### config.mk
export PLATFORM = sky130hd
export DESIGN_NAME = timer_dev
export DESIGN_NICKNAME = d
export VERILOG_FILES = /design/src/rtl/timer_dev_pkg.sv /design/src/rtl/timer_dev.sv
export SDC_FILE = /design/constraint.sdc
export NUM_CORES = 1
export LEC_CHECK = 0
export ABC_CLOCK_PERIOD_IN_PS = 2700
export BUFFER_PORTS_ARGS = -buffer_cell sky130_fd_sc_hd__buf_2
export CAP_MARGIN = 0
export CORE_AREA = 2 2 89 91
export CTS_CLUSTER_SIZE = 28
export DETAILED_ROUTE_END_ITERATION = 10
export DIE_AREA = 0 0 91 93
export PLACE_DENSITY = 0.89
export SYNTH_ARGS = -nofsm -noshare
export SYNTH_HDL_FRONTEND = slang
export SYNTH_SLANG_ARGS = --single-unit
### constraint.sdc
create_clock -name clk -period 2.7 [get_ports clk]
set_clock_uncertainty 0.05 [all_clocks]
set_input_delay 0.27 -clock clk [delete_from_list [all_inputs] [get_ports clk]]
set_output_delay 0.27 -clock clk [all_outputs]
set_load 0.005 [all_outputs]
### src/rtl/timer_dev_pkg.sv
// Shared definitions for the memory-mapped countdown timer: FSM states,
// register offsets, CTRL bit positions and mode codes.
package timer_dev_pkg;

  typedef enum logic [1:0] {
    ST_IDLE = 2'd0,
    ST_LOAD = 2'd1,
    ST_CNT  = 2'd2,
    ST_INT  = 2'd3
  } state_e;

  localparam logic [1:0] ADDR_CTRL   = 2'd0;
  localparam logic [1:0] ADDR_PRESET = 2'd1;
  localparam logic [1:0] ADDR_COUNT  = 2'd2;

  localparam int CTRL_EN      = 0;
  localparam int CTRL_MODE_LO = 1;
  localparam int CTRL_MODE_HI = 2;
  localparam int CTRL_IM      = 3;

  // Only this code reloads; every other MODE value behaves as one-shot.
  localparam logic [1:0] MODE_RELOAD = 2'b01;

  function automatic logic mode_is_reload(input logic [1:0] mode);
    return mode == MODE_RELOAD;
  endfunction

endpackage

### src/rtl/timer_dev.sv
// Programmable countdown timer on the CPU load/store bus: CTRL/PRESET/COUNT
// registers, one-shot or auto-reload countdown, masked interrupt request.
//
// state | meaning
// IDLE  | stopped, COUNT frozen; waits for EN
// LOAD  | copies PRESET into COUNT
// CNT   | decrements COUNT once per cycle while EN
// INT   | countdown done; one-shot drops EN, auto-reload goes back to LOAD
module timer_dev
  import timer_dev_pkg::*;
#(
  parameter int CNT_W = 32
) (
  input  logic        clk,
  input  logic        reset,
  input  logic        sel,
  input  logic        we,
  input  logic [1:0]  addr,
  input  logic [31:0] wdata,
  output logic [31:0] rdata,
  output logic        irq
);

  localparam logic [CNT_W-1:0] CNT_ONE = CNT_W'(1);

  state_e           state, state_nxt;
  logic [3:0]       ctrl;
  logic [CNT_W-1:0] preset, count, count_nxt;
  logic             irq_flag;
  logic             flag_set, flag_clr_fsm, en_clr;
  logic             wr_ctrl, wr_preset;
  logic             unused_wdata;

  assign wr_ctrl      = sel & we & (addr == ADDR_CTRL);
  assign wr_preset    = sel & we & (addr == ADDR_PRESET);
  assign unused_wdata = ^wdata;

  // Next-state logic sees the pre-write register values of this cycle.
  always_comb begin
    state_nxt    = state;
    count_nxt    = count;
    flag_set     = 1'b0;
    flag_clr_fsm = 1'b0;
    en_clr       = 1'b0;
    case (state)
      ST_IDLE: if (ctrl[CTRL_EN]) state_nxt = ST_LOAD;
      ST_LOAD: begin
        count_nxt = preset;
        state_nxt = ST_CNT;
      end
      ST_CNT: begin
        if (!ctrl[CTRL_EN]) begin
          state_nxt = ST_IDLE;
        end else if (count <= CNT_ONE) begin
          count_nxt = '0;
          flag_set  = 1'b1;
          state_nxt = ST_INT;
        end else begin
          count_nxt = count - CNT_ONE;
        end
      end
      ST_INT: begin
        if (mode_is_reload(ctrl[CTRL_MODE_HI:CTRL_MODE_LO])) begin
          flag_clr_fsm = 1'b1;
          state_nxt    = ST_LOAD;
        end else begin
          en_clr    = 1'b1;
          state_nxt = ST_IDLE;
        end
      end
      default: state_nxt = ST_IDLE;
    endcase
  end

  always_ff @(posedge clk) begin
    if (reset) begin
      state    <= ST_IDLE;
      ctrl     <= '0;
      preset   <= '0;
      count    <= '0;
      irq_flag <= 1'b0;
    end else begin
      state <= state_nxt;
      count <= count_nxt;
      // A software CTRL write takes precedence over the hardware EN drop.
      if (wr_ctrl)     ctrl          <= wdata[3:0];
      else if (en_clr) ctrl[CTRL_EN] <= 1'b0;
      if (wr_preset) preset <= wdata[CNT_W-1:0];
      if (flag_set)                                     irq_flag <= 1'b1;
      else if (wr_ctrl || wr_preset || flag_clr_fsm)    irq_flag <= 1'b0;
    end
  end

  always_comb begin
    rdata = '0;
    case (addr)
      ADDR_CTRL:   rdata[3:0]       = ctrl;
      ADDR_PRESET: rdata[CNT_W-1:0] = preset;
      ADDR_COUNT:  rdata[CNT_W-1:0] = count;
      default:     rdata            = '0;
    endcase
  end

  assign irq = ctrl[CTRL_IM] & irq_flag;

endmodule

==> metrics.md <==
| Metric | Value |
|---|---|
| Outcome | `complete, no violations` |
| DR vias/cell | `6.43` |
| Synth-to-layout area growth | `15.6%` |
| Hpwl dp | `approximately 8.4 mm` |
| Gpl congestion | `around 0.93` |
| F_max | `~390 MHz` |
| Die width | `91 um` |
| Post-synth EDFFs | `0` |
| Root Buffer | `clkbuf_8` |
| Crit path required time | `approximately 2.9 ns` |
| Core area | `approximately 7500 um^2` |
| Post-synth ARST share | `0%` |
| GR Layer Usage met2 | `48.3%` |
| Crit path buf inv count | `1` |
| Final worst-path cycle share | `96.0%` |
| Post-synth net total | `between 600 and 700` |
| Most frequent cell after synthesis | `nand2_1` |
| Logic pwr share | `between 10% and 20%` |
| Synth Register Bits | `between 70 and 80` |
| Worst-path maximum fanout | `8` |
| Diodes inserted | `0` |
| Die Y | `approximately 93 um` |
| Ratio of cells with drive above 1 in the final layout | `approximately a fifth` |
| # port buffers | `70` |
| Worst setup endpoint | `count[22]$_SDFFE_PP0P_` |
| Post-CTS setup buffers | `0` |
| Max_cap viols | `0` |
| Global routing usage on met1 | `38.3%` |
| Cell Int Power | `1.54 mW` |
| Static Leak | `1.81 nW` |
| Initial core utilization | `between 50% and 60%` |
| Sw Ratio | `29.2%` |
| CP max stage cell | `or4_4` |
| Mapped Cells | `558` |
| CP Cell Sequence | `inv_1 > ha_2 > or3b_2 > or4_4 > o31a_1 > o211ai_1 > a211oi_2` |
| Clk_lat worst skew | `between 0.3 and 0.4 ns` |
| Critical path depth in cells | `7` |
| # setup viols final | `0` |
| Grt peak-use layer | `met2` |
| PwrDens | `about 450 nW/um^2` |
| Clk pin slew, worst setup/hold paths | `roughly 0.080 ns` |
| Sw power | `633 uW` |
| Detail Route Antenna Nets | `0` |
| FF-to-FF End | `count[22]$_SDFFE_PP0P_` |
| Worst VDD drop | `between 0.3 and 0.4 mV` |
| R2R Setup Slk | `about 0.11 ns` |
| HP Class | `input pin to flip-flop` |
| Synth area leaders | `dfxtp_1 34%, nand2_1 6.7%, a21oi_1 6.6%` |
| IO Count | `71` |
| YS warnings | `0` |
| Crit Path Class | `flip-flop to flip-flop` |
| Mapped cell area | `~4200 um^2` |
| Count of cells along the worst register-to-register path | `7` |
| Routed WL | `12.6 mm` |
| Worst Setup End Kind | `flip-flop` |
| Iter 0 DRT Violations | `around 500` |
| Top cell type's share of synthesized area | `between 30% and 40%` |
| Initial antenna violation count | `0` |
| First-pass GRT wire length | `roughly 21 mm` |
| Startpoint class of the critical path | `flip-flop` |
| Worst EP arrival | `approximately 2.8 ns` |
| Fin cells | `between 700 and 800` |
| Row Count | `32` |
| CTS tree | `built` |
| Critical path's largest stage delay | `0.60 ns` |
| Worst Max-Slew Pin Slew | `between 0.7 and 0.8 ns` |
| Clock group share of total power | `between 30 and 40%` |
| Inserted Clock Buffers | `9` |
| DRT Pass-1 Iters | `7` |
| Max-slew violations | `0` |
| TNS Setup | `0 ns` |
| Routed vias | `approximately 4.6k` |
| Grt total ovfl | `0` |
| Die area | `around 8500 um^2` |
| RSZ-0062 raised after global routing | `no` |
| Max Root-Sink Buffers | `2` |
| Critical Path Start | `count[1]$_SDFFE_PP0P_` |
| Sequential Power Share | `between 50% and 60%` |
| Met3 GRT Util | `about 5.2%` |
| Number of H-tree levels | `3` |
| Yosys cell types | `46` |
| Post-route minimum period | `roughly 2.6 ns` |
| Clock Sinks | `between 70 and 80` |
| Hold slack final | `approximately 0.11 ns` |
| Relative slew slack | `48.3%` |
| Register area share after synthesis | `34.2%` |
| Final Hold Vio Count | `0` |
| Synth Area per Inst | `around 7.4 um^2` |
| Placed Cells | `around 700` |
| DR WL/cell | `roughly 18 um` |
| CP top delay family | `simple AND/OR/NAND/NOR gates` |
| Nets | `around 660` |
| Most frequent cells after synthesis | `74 x nand2_1, 71 x dfxtp_1, 55 x a21oi_1` |
| Vias in the first global route | `about 4.4k` |
| GRT Total Usage | `just under 30%` |
| Pin count of the biggest net entering global routing | `slightly above 50` |
| Synth area leader | `dfxtp_1` |
| Top FF cell, synth | `dfxtp_1` |
| Crit Reg-Reg Startpoint | `count[1]$_SDFFE_PP0P_` |
| DRC | `0` |
==> through the flow <==
step | total power, mW | setup slack [ns] | utilization [%] | instance area (um^2)
final | 2.17 | 0.107 | 63.7 | 4800
after global routing | 2.24 | 0.0104 | 63.7 | 4800
after CTS | 2.15 | 0.0290 | 63.7 | 4790
after floorplan | 1.33 | 0.244 | - | 4150
after detailed placement | 1.45 | 0.0453 | 61.7 | 4640
after global placement | 1.44 | 0.145 | 61.7 | 4640
==> cell usage in the layout (no fill, tap or decap), types with 4 or more instances in the layout <==
| cell type | count |
|---|---|
| nand3_1 | 27 |
| clkbuf_8 | 10 |
| a211oi_1 | 23 |
| o21ai_0 | 29 |
| buf_4 | 22 |
| inv_1 | 12 |
| a31oi_1 | 7 |
| buf_2 | 70 |
| or4_1 | 6 |
| nor3_1 | 7 |
| a21oi_1 | 55 |
| nand2_1 | 74 |
| nor4_1 | 13 |
| or3_1 | 6 |
| ha_1 | 5 |
| a22oi_1 | 28 |
| dfxtp_1 | 71 |
| o31ai_1 | 6 |
| nor2b_1 | 29 |
| a222oi_1 | 4 |
| nand4_1 | 16 |
| o211ai_1 | 7 |
| nor2_1 | 36 |
| o21a_1 | 8 |
==> tightest hold or removal path: cells and delay by family <==
| kind | cells | cell delay (ns) |
|---|---|---|
| compound gates | 1 | 0.05 |
| buf+inv | 1 | 0.10 |
| simple gates | 1 | 0.05 |
==> power by group through the flow <==
stage | sequential, mW | clock [mW] | combinational, mW
finish | 1.09 | 0.727 | 0.357
global route | 1.09 | 0.770 | 0.382
CTS | 1.09 | 0.720 | 0.343
detailed placement | 1.11 | 0 | 0.341
global placement | 1.11 | 0 | 0.335
floorplan | 1.10 | 0 | 0.224
==> cell type report <==
class / instances / area, um^2
clock buffers: 11 / 141
clock inverters: 2 / 10.0
fillers: 681 / 2730
inverters: 12 / 45.0
multi-input cells: 427 / 2500
flip-flops and latches: 71 / 1420
well taps: 102 / 128
repair buffers: 94 / 556
==> routing by layer <==
layer / vias up / part of all wire (%)
li1: 2162 / -
met1: 2160 / 41
met2: 265 / 48
met3: 34 / 9.1
met4: 0 / 2.5
met5: - / 0
==> worst min path at each step <==
stage                     cells after the start                 endpoint                    start  slack, ns
after floorplan                               2   preset[0]$_SDFFE_PP0P_                 wdata[0]       0.36
after global placement                        2  preset[16]$_SDFFE_PP0P_  preset[16]$_SDFFE_PP0P_       0.41
after detailed placement                      2  preset[18]$_SDFFE_PP0P_  preset[18]$_SDFFE_PP0P_       0.41
final                                         3  preset[17]$_SDFFE_PP0P_                wdata[17]       0.11
after global routing                          3   preset[5]$_SDFFE_PP0P_                 wdata[5]       0.11
after CTS                                     3  preset[27]$_SDFFE_PP0P_                wdata[27]       0.11
==> sequential cells by signal, summed over array words and instances (netlist names) <==
name	flops
count	32
ctrl	4
irq_flag	1
preset	32
state	2
==> cell families (layout without fill, tap and decap cells) <==
logic type / count (synthesis) / in the layout / synth area share, %
AO/OA/AOI/OAI: 179 / 179 / 27.7
XOR/XNOR: 1 / 1 / 0.211
adder cells (fa/ha/maj): 6 / 6 / 1.81
buffers and inverters: 60 / 119 / 5.79
flip-flops: 71 / 71 / 34.2
multiplexers: 6 / 6 / 1.54
AND/OR/NAND/NOR: 235 / 235 / 28.7
==> repair_timing <==
action / CTS / global route
gates resized for setup: 0 / 2
setup endpoints to repair: 0 / 4
endpoints found under the hold margin: 0 / 0
hold buffers: 0 / 0
(Power assumes the default switching activity.)
